==> config.mk <==
export PLATFORM = sky130hd
export DESIGN_NAME = fpu_shared_unit_arbiter
export DESIGN_NICKNAME = d
export VERILOG_FILES = /design/src/rtl/fpu_shared_unit_arbiter.sv
export SDC_FILE = /design/constraint.sdc
export NUM_CORES = 1
export LEC_CHECK = 0
export ABC_AREA = 1
export ABC_CLOCK_PERIOD_IN_PS = 6800
export CAP_MARGIN = 10
export CORE_AREA = 2 2 170 172
export DETAILED_ROUTE_END_ITERATION = 8
export DIE_AREA = 0 0 172 174
export PLACE_DENSITY = 0.59
export SLEW_MARGIN = 20
export SYNTH_ARGS = -nofsm -noshare
export SYNTH_HDL_FRONTEND = slang
export SYNTH_SLANG_ARGS = --single-unit
==> constraint.sdc <==
create_clock -name clk -period 6.8 [get_ports clk]
set_input_delay 1.02 -clock clk [delete_from_list [all_inputs] [get_ports clk]]
set_output_delay 1.02 -clock clk [all_outputs]
set_load 0.05 [all_outputs]
==> src/rtl/fpu_shared_unit_arbiter.sv <==
// fpu_shared_unit_arbiter
// Shares one pipelined FPU execution unit among NUM_REQ requesters. Issue slots
// are granted round-robin. A stalled grant is locked until its handshake
// completes. An in-order owner FIFO records who issued each operation so that
// unit results are routed back to the right requester.
//
// Ports:
//   clk, rst_n            clock, synchronous active-low reset
//   req_valid/req_ready   per-requester issue handshake
//   req_op/req_a/req_b    packed per-requester opcode and operands
//   unit_valid/ready      issue handshake toward the shared unit
//   unit_op/a/b           issued opcode and operands (combinational mux)
//   unit_resp_*           in-order result stream from the unit
//   resp_valid/ready      per-requester result handshake (valid is one-hot or zero)
//   resp_result           result payload, shared by all requesters
module fpu_shared_unit_arbiter #(
    parameter int unsigned NUM_REQ         = 4,
    parameter int unsigned OP_WIDTH        = 4,
    parameter int unsigned MAX_OUTSTANDING = 4,
    localparam int unsigned FLOAT_W        = 32,
    localparam int unsigned RESULT_W       = 41
) (
    input  logic                          clk,
    input  logic                          rst_n,
    input  logic [NUM_REQ-1:0]            req_valid,
    output logic [NUM_REQ-1:0]            req_ready,
    input  logic [NUM_REQ*OP_WIDTH-1:0]   req_op,
    input  logic [NUM_REQ*FLOAT_W-1:0]    req_a,
    input  logic [NUM_REQ*FLOAT_W-1:0]    req_b,
    output logic                          unit_valid,
    input  logic                          unit_ready,
    output logic [OP_WIDTH-1:0]           unit_op,
    output logic [FLOAT_W-1:0]            unit_a,
    output logic [FLOAT_W-1:0]            unit_b,
    input  logic                          unit_resp_valid,
    output logic                          unit_resp_ready,
    input  logic [RESULT_W-1:0]           unit_resp_result,
    output logic [NUM_REQ-1:0]            resp_valid,
    input  logic [NUM_REQ-1:0]            resp_ready,
    output logic [RESULT_W-1:0]           resp_result
);

    localparam int unsigned IDX_W = (NUM_REQ > 1) ? $clog2(NUM_REQ) : 1;
    localparam int unsigned PTR_W = $clog2(MAX_OUTSTANDING);
    localparam int unsigned CNT_W = PTR_W + 1;

    typedef enum logic {
        ST_ARB    = 1'b0,
        ST_LOCKED = 1'b1
    } lock_state_t;

    lock_state_t      r_state;
    lock_state_t      w_state_nxt;
    logic [IDX_W-1:0] r_lock_idx;
    logic [IDX_W-1:0] w_lock_idx_nxt;
    logic [IDX_W-1:0] r_rr_ptr;
    logic [IDX_W-1:0] r_owner [MAX_OUTSTANDING];
    logic [PTR_W-1:0] r_wr_ptr;
    logic [PTR_W-1:0] r_rd_ptr;
    logic [CNT_W-1:0] r_count;

    logic             w_full;
    logic             w_empty;
    logic             w_found;
    logic [IDX_W-1:0] w_search_idx;
    logic             w_grant_any;
    logic [IDX_W-1:0] w_grant_idx;
    logic [IDX_W-1:0] w_next_rr;
    logic             w_issue_valid;
    logic             w_push;
    logic             w_pop;
    logic [IDX_W-1:0] w_head;

    assign w_full  = (r_count == CNT_W'(MAX_OUTSTANDING));
    assign w_empty = (r_count == '0);
    assign w_head  = r_owner[r_rd_ptr];

    // Round-robin search: first valid requester at or after r_rr_ptr, wrapping.
    always_comb begin
        logic [IDX_W:0] cand;
        cand         = '0;
        w_found      = 1'b0;
        w_search_idx = '0;
        for (int unsigned k = 0; k < NUM_REQ; k++) begin
            cand = {1'b0, r_rr_ptr} + (IDX_W+1)'(k);
            if (cand >= (IDX_W+1)'(NUM_REQ)) begin
                cand = cand - (IDX_W+1)'(NUM_REQ);
            end
            if (!w_found && req_valid[cand[IDX_W-1:0]]) begin
                w_found      = 1'b1;
                w_search_idx = cand[IDX_W-1:0];
            end
        end
    end

    // A locked grant overrides the search until it completes its handshake.
    assign w_grant_any   = (r_state == ST_LOCKED) || w_found;
    assign w_grant_idx   = (r_state == ST_LOCKED) ? r_lock_idx : w_search_idx;
    assign w_next_rr     = (w_grant_idx == IDX_W'(NUM_REQ - 1)) ? '0 : w_grant_idx + IDX_W'(1);
    assign w_issue_valid = rst_n && w_grant_any && !w_full;
    assign w_push        = w_issue_valid && unit_ready;

    // Issue path: zero-latency mux from the granted requester.
    always_comb begin
        unit_valid = w_issue_valid;
        unit_op    = req_op[int'(w_grant_idx)*OP_WIDTH +: OP_WIDTH];
        unit_a     = req_a[int'(w_grant_idx)*FLOAT_W +: FLOAT_W];
        unit_b     = req_b[int'(w_grant_idx)*FLOAT_W +: FLOAT_W];
        req_ready  = '0;
        if (w_push) begin
            req_ready[w_grant_idx] = 1'b1;
        end
    end

    // Response path: only the FIFO head owner may see or accept the result.
    always_comb begin
        resp_result     = unit_resp_result;
        resp_valid      = '0;
        unit_resp_ready = rst_n && !w_empty && resp_ready[w_head];
        if (rst_n && !w_empty && unit_resp_valid) begin
            resp_valid[w_head] = 1'b1;
        end
    end

    assign w_pop = unit_resp_valid && unit_resp_ready;

    // Grant lock: next-state logic.
    always_comb begin
        w_state_nxt    = r_state;
        w_lock_idx_nxt = r_lock_idx;
        case (r_state)
            ST_ARB: begin
                if (w_issue_valid && !unit_ready) begin
                    w_state_nxt    = ST_LOCKED;
                    w_lock_idx_nxt = w_grant_idx;
                end
            end
            ST_LOCKED: begin
                if (w_push) begin
                    w_state_nxt = ST_ARB;
                end
            end
            default: w_state_nxt = ST_ARB;
        endcase
    end

    // Lock state, round-robin pointer and FIFO bookkeeping.
    always_ff @(posedge clk) begin
        if (!rst_n) begin
            r_state    <= ST_ARB;
            r_lock_idx <= '0;
            r_rr_ptr   <= '0;
            r_wr_ptr   <= '0;
            r_rd_ptr   <= '0;
            r_count    <= '0;
        end else begin
            r_state    <= w_state_nxt;
            r_lock_idx <= w_lock_idx_nxt;
            if (w_push) begin
                r_rr_ptr <= w_next_rr;
                r_wr_ptr <= r_wr_ptr + PTR_W'(1);
            end
            if (w_pop) begin
                r_rd_ptr <= r_rd_ptr + PTR_W'(1);
            end
            case ({w_push, w_pop})
                2'b10:   r_count <= r_count + CNT_W'(1);
                2'b01:   r_count <= r_count - CNT_W'(1);
                default: r_count <= r_count;
            endcase
        end
    end

    // Owner storage; stale entries are harmless because pointers reset.
    always_ff @(posedge clk) begin
        if (w_push) begin
            r_owner[r_wr_ptr] <= w_grant_idx;
        end
    end

    // A result with no outstanding owner is a unit protocol violation.
    a_resp_without_owner : assert property (
        @(posedge clk) disable iff (!rst_n) !(unit_resp_valid && w_empty)
    );

endmodule

Word-level counts from Yosys, hierarchy flattened
Memory sizes are Yosys's and may differ from the RTL's. A register that Yosys moved wholly into a read port is not among the register bits. Cells that the tools add are included.

Register bits after elaboration: 12. Memory bits (writable): 8. Output and inout bits: 119. Word-level logic and storage cells: 100. Memories: 1.

Add/sub/neg operators: 12. Order comparisons: 12. Equality and inequality tests: 4. Shift operators: 3. Mux-type cells: 38. Bitwise gates (word level): 1. Reduce and logical (&&, ||, !) cells: 23.

Memories: r_owner (depth 4, width 2, read ports 1, clocked after Yosys merged registers in 1, wr ports 1, line 57) `logic [IDX_W-1:0] r_owner [MAX_OUTSTANDING];`.

Operator list (number): 128-bit by 8-bit indexed part select with 32-bit output (2); 2-bit 2-to-1 mux (12); 2-bit by 3-bit < comparator with 1-bit output (second input constant) (6); 16-bit by 5-bit indexed part select with 4-bit output (1); 1-bit 2-to-1 mux (15); 1-bit logical AND (13); 1-bit binary-select mux with 2-bit select (5); 3-bit greater-or-equal comparator (second input constant) (3); 4-bit 2-to-1 mux (2); 2-bit by 1-bit subtractor with 2-bit output (second input constant) (4); 2-bit by 1-bit adder with 2-bit output (second input constant) (3); 2-bit by 2-bit adder with 3-bit output (second input constant) (2); 1-bit zero test (6); 3-bit case mux with 2 select lines (1); 1-bit demux with 2-bit select (2); 2-bit equality test (second input constant) (2); 2-bit by 1-bit greater-or-equal comparator with 1-bit output (second input constant) (2); 2-bit by 1-bit adder with 3-bit output (second input constant) (1); 3-bit by 1-bit adder with 3-bit output (second input constant) (1); 3-bit equality test (second input constant) (1); 2-bit by 3-bit greater-or-equal comparator with 1-bit output (second input constant) (1); 3-bit zero test (1); 3-bit by 1-bit subtractor with 3-bit output (second input constant) (1); 2-bit by 1-bit equality test with 1-bit output (second input constant) (1); other kinds (5) (5).

Depth between registers and ports, before layout
Depth in word-level cells: 20. Depth in mapped cells: 17.

Worst setup path after synthesis
No wires, ideal clock.

Path type: input -> output. Start point: in req_valid[3]. End point: out req_ready[1]. Arrival time: 2897 ps. Data required time: 5780 ps. Setup slack: 2883 ps. Stages on the path: 14. Buffers on the path: 2. Cells stage by stage: inv_1 nand2_1 nand3_1 nand2_2 nor2_4 nand3_1 nand2_1 nand3_1 nand2_1 buf_4 buf_4 ha_1 inv_1 nor2_1.

Longest elaborated chain between the ends: 18.

RTL lines: from (decl) (line 25) `input logic [NUM_REQ-1:0] req_valid,`; 1-bit binary-select mux with 2-bit select (line 89) `if (!w_found && req_valid[cand[IDX_W-1:0]]) begin`; 1-bit 2-to-1 mux (implied by the code) (line 89); 1-bit 2-to-1 mux (line 89); 1-bit zero test (line 89); 1-bit logical AND (line 89); 1-bit 2-to-1 mux (line 89); 1-bit zero test (line 89); 1-bit logical AND (line 89); [... 3 more ...]; 2-bit 2-to-1 mux (*) (line 89); 2-bit 2-to-1 mux (*) (line 98) `assign w_grant_idx = (r_state == ST_LOCKED) ? r_lock_idx : w_search_idx;`; named net w_grant_idx[0] (line 67) `logic [IDX_W-1:0] w_grant_idx;`; 2-bit by 3-bit < comparator with 1-bit output (implied by the code) / 2-bit by 1-bit greater-or-equal comparator with 1-bit output (equally long branches) (line 111) `req_ready[w_grant_idx] = 1'b1;`; 1-bit logical AND (implied by the code) (line 111); 1-bit 2-to-1 mux (implied by the code) (line 111); 1-bit demux with 2-bit select (*) (line 111); 4-bit 2-to-1 mux (*) (line 110) `if (w_push) begin`; to (decl) (line 26) `output logic [NUM_REQ-1:0] req_ready,`.

Mark *: on every way through the listed nets, which the timed path passes. The rest lies on a longest branch. The select of a mux whose other input is x is not followed.

Final worst setup path
Start point: in req_valid[3]. End point: out unit_b[18].

Longest elaborated chain between the ends: 14.

RTL lines: 1-bit binary-select mux with 2-bit select (line 89); 1-bit 2-to-1 mux (implied by the code) (line 89); 1-bit 2-to-1 mux (line 89); 1-bit zero test (line 89); 1-bit logical AND (line 89); 1-bit 2-to-1 mux (line 89); 1-bit zero test (line 89); 1-bit logical AND (line 89); 1-bit 2-to-1 mux (line 89); 1-bit zero test (line 89); 1-bit logical AND (line 89); 2-bit 2-to-1 mux (*) (line 89); 2-bit 2-to-1 mux (*) (line 98); 128-bit by 8-bit indexed part select with 32-bit output (*) (line 108) `unit_b = req_b[int'(w_grant_idx)*FLOAT_W +: FLOAT_W];`; to (decl) (line 34) `output logic [FLOAT_W-1:0] unit_b,`.

Every way passes the cells marked *; elsewhere a longest branch is shown, timed or not. The select of a mux whose other input is x is not followed.

==> metrics.txt <==
post-route minimum period=between 5000 and 6000 ps; CTS resizes=0; DR WL/cell=12.8 um; via count=a little under 7,000; worst skew pair latency=between 200 and 300 ps; max-slew violation count=0; WP data required=5780 ps; sequential fraction of the synthesis area=9.96%; Initial DRC Count=about 270; Routed WL=21,900 um; Antenna diodes=0; layout cells sized above 1=under 10%; vias in the first global route=6,545; CP Launch Type=input port; Pre-antenna DRT Iters=6; Remaining DRCs=0; CTS Hold Bufs=0; die width=between 150 and 200 um; Setup CP Type=in -> out; Longest Clk Path Bufs=2; Final TNS setup=0 ps; Hold Fails Final Rpt=0; Worst Path Max Fanout=22; grt met3 use=between 3 and 4%; IO Count=444; Final ANT Viol Nets=0; RSZ-0062 raised after global routing=false; CTS tree=built; chip height=174 um; Hold Path Origin=r_count[0]$_SDFFE_PN0P_; MaxCap Viol Count=0; number of setup buffers added after CTS=0; cells along the critical path=clkdlybuf4s50_1, inv_1, nand2_1, nand3_1, nand2_2, nor2_4, nand2_1, o21ai_2, nor2_1, nor2_4, buf_4, nand3_1, nand2_1, clkdlybuf4s50_1; Die Area=29,900 um^2; Clock Sinks=22; fmax=195 MHz; met1 GRT Util=15.7%; CP bufs+invs=4; CTS Buf Count=3; Syn Std Cell Area=5230 um^2; Worst Tran Pin Value=798 ps; Final Core Density=31.5%; Area Growth Syn to Fin=70.0%; hpwl dp=around 17,000 um; largest area contributor in the netlist=nand3_1; clock-pin slew on the worst setup and hold paths=60 ps; Tot GR Track Use=between 10% and 20%; Synth cell types=26; Cells after Synth=1,066; first-pass GRT wire length=33,500 um; P_leak=slightly below 5 nW; Overflow after GRT=0; Min Hold Slack=480 ps; CP peak stage delay=800 ps; H-tree depth=1; peak supply drop=156 uV; status=complete, no violations; largest net degree at the start of global routing=between 100 and 150; cell family with most CP delay=buffers and inverters; Yosys top cell area share=27.6%; final setup violating endpoints=0; Tcrit/Tclk final=between 70 and 80%; Synth area leaders=nand3_1 (28%), inv_1 (22%), nand2_1 (19%); crit end category=output pin; min-delay worst type=reg -> reg; crit path DAT=4110 ps; Slew HR=between 40% and 50%; GR Layer Usage met2=about a quarter; Final #Nets=1,672; GP Congestion=0.840; Top cell by count, worst path=nand2_1; clock skew=2.45 ps; initial antenna violation count=0; slowest CP cell=clkdlybuf4s50_1; Syn Area/Cell=4.90 um^2; syn nets=1,401; Initial Utilization=18.5%; Reg-to-Reg Start=r_rr_ptr[0]$_SDFFE_PN0P_; Ys Warns=0; Vias per Instance=approximately 4.0; CTS root buf=clkbuf_16; I/O Buffers=361; CORE AREA=28,200 um^2; #FFs+latches synth=22; Crit. Startpoint=req_valid[3]; Pwr Density=286 nW/um^2; row cnt=62; busiest grt layer=met2
==> kinds of logic after synthesis <==
logic type,count (synthesis),share of synthesized area (%)
AOI/OAI and AO/OA,21,2.11
xor gates and xnor gates,1,0.168
adders and majority gates,10,2.54
buffers and inverters,416,34.9
DFF,22,9.96
and+or+nand+nor,596,50.4
==> cell usage after synthesis (all sizes together) <==
library cell    n
nor3            3
xor2            1
nand2         269
fa              1
o21ai          10
buf            94
a31oi           1
a21oi          10
nand4           1
edfxtp          8
ha              9
dfxtp          14
or2             2
clkbuf          9
inv           313
nand3         288
nor2           32
nand3b          1
==> layout make-up <==
type	count	area [um^2]
fillers	3190	19300
clock buffers	4	88.8
well taps	384	480
inverters	313	1170
flip-flops and latches	22	520
repair buffers	369	3710
multi-input cells	628	2910
==> metrics by stage <==
stage                     total power, mW  cell area, um^2  setup WS (ps)  cells
after floorplan                      1.72             5230           2880   1066
after global placement               2.41             8800           1650   1716
after detailed placement             2.42             8800           1650   1716
after CTS                            2.56             8890           1620   1720
after global routing                 2.71             8890           1400   1720
final                                2.54             8890           1670   1720
==> cells in the final DEF, fill, tap and decap left out, types with 2 or more instances in the layout <==
cell | netlist | final
a21oi_1 | 10 | 10
buf_12 | 0 | 3
buf_4 | 58 | 5
clkbuf_16 | 0 | 3
clkdlybuf4s50_1 | 0 | 361
dfxtp_1 | 14 | 14
edfxtp_1 | 8 | 8
ha_1 | 9 | 9
inv_1 | 311 | 311
inv_2 | 2 | 2
nand2_1 | 267 | 265
nand2_2 | 2 | 2
nand2_4 | 0 | 2
nand3_1 | 288 | 287
nor2_1 | 30 | 30
nor2_4 | 2 | 2
nor3_1 | 3 | 3
o21ai_0 | 8 | 8
or2_2 | 2 | 2
==> layer usage <==
layer  vias to the layer above  wire length (um)
li1                       3657                 -
met1                      2991              8890
met2                       285             11000
met3                        17              1910
met4                         0               148
met5                         -                 0
==> report_power, final <==
part	switching (mW)	leakage [nW]	internal [mW]
combinational	1.49	4.60	0.752
clock	0.0470	0.0442	0.0898
sequential	0.00878	0.188	0.151
==> path summary, 6_finish.rpt <==
path | end | slack (ps) | cells past startpoint
max | unit_b[18] | 1670 | 14
min | r_count[0]$_SDFFE_PN0P_ | 480 | 1
max reg2reg | r_count[2]$_SDFFE_PN0P_ | 3830 | 15
min reg2reg | r_count[0]$_SDFFE_PN0P_ | 480 | 1
No activity file was read; power rests on OpenSTA's default activity.
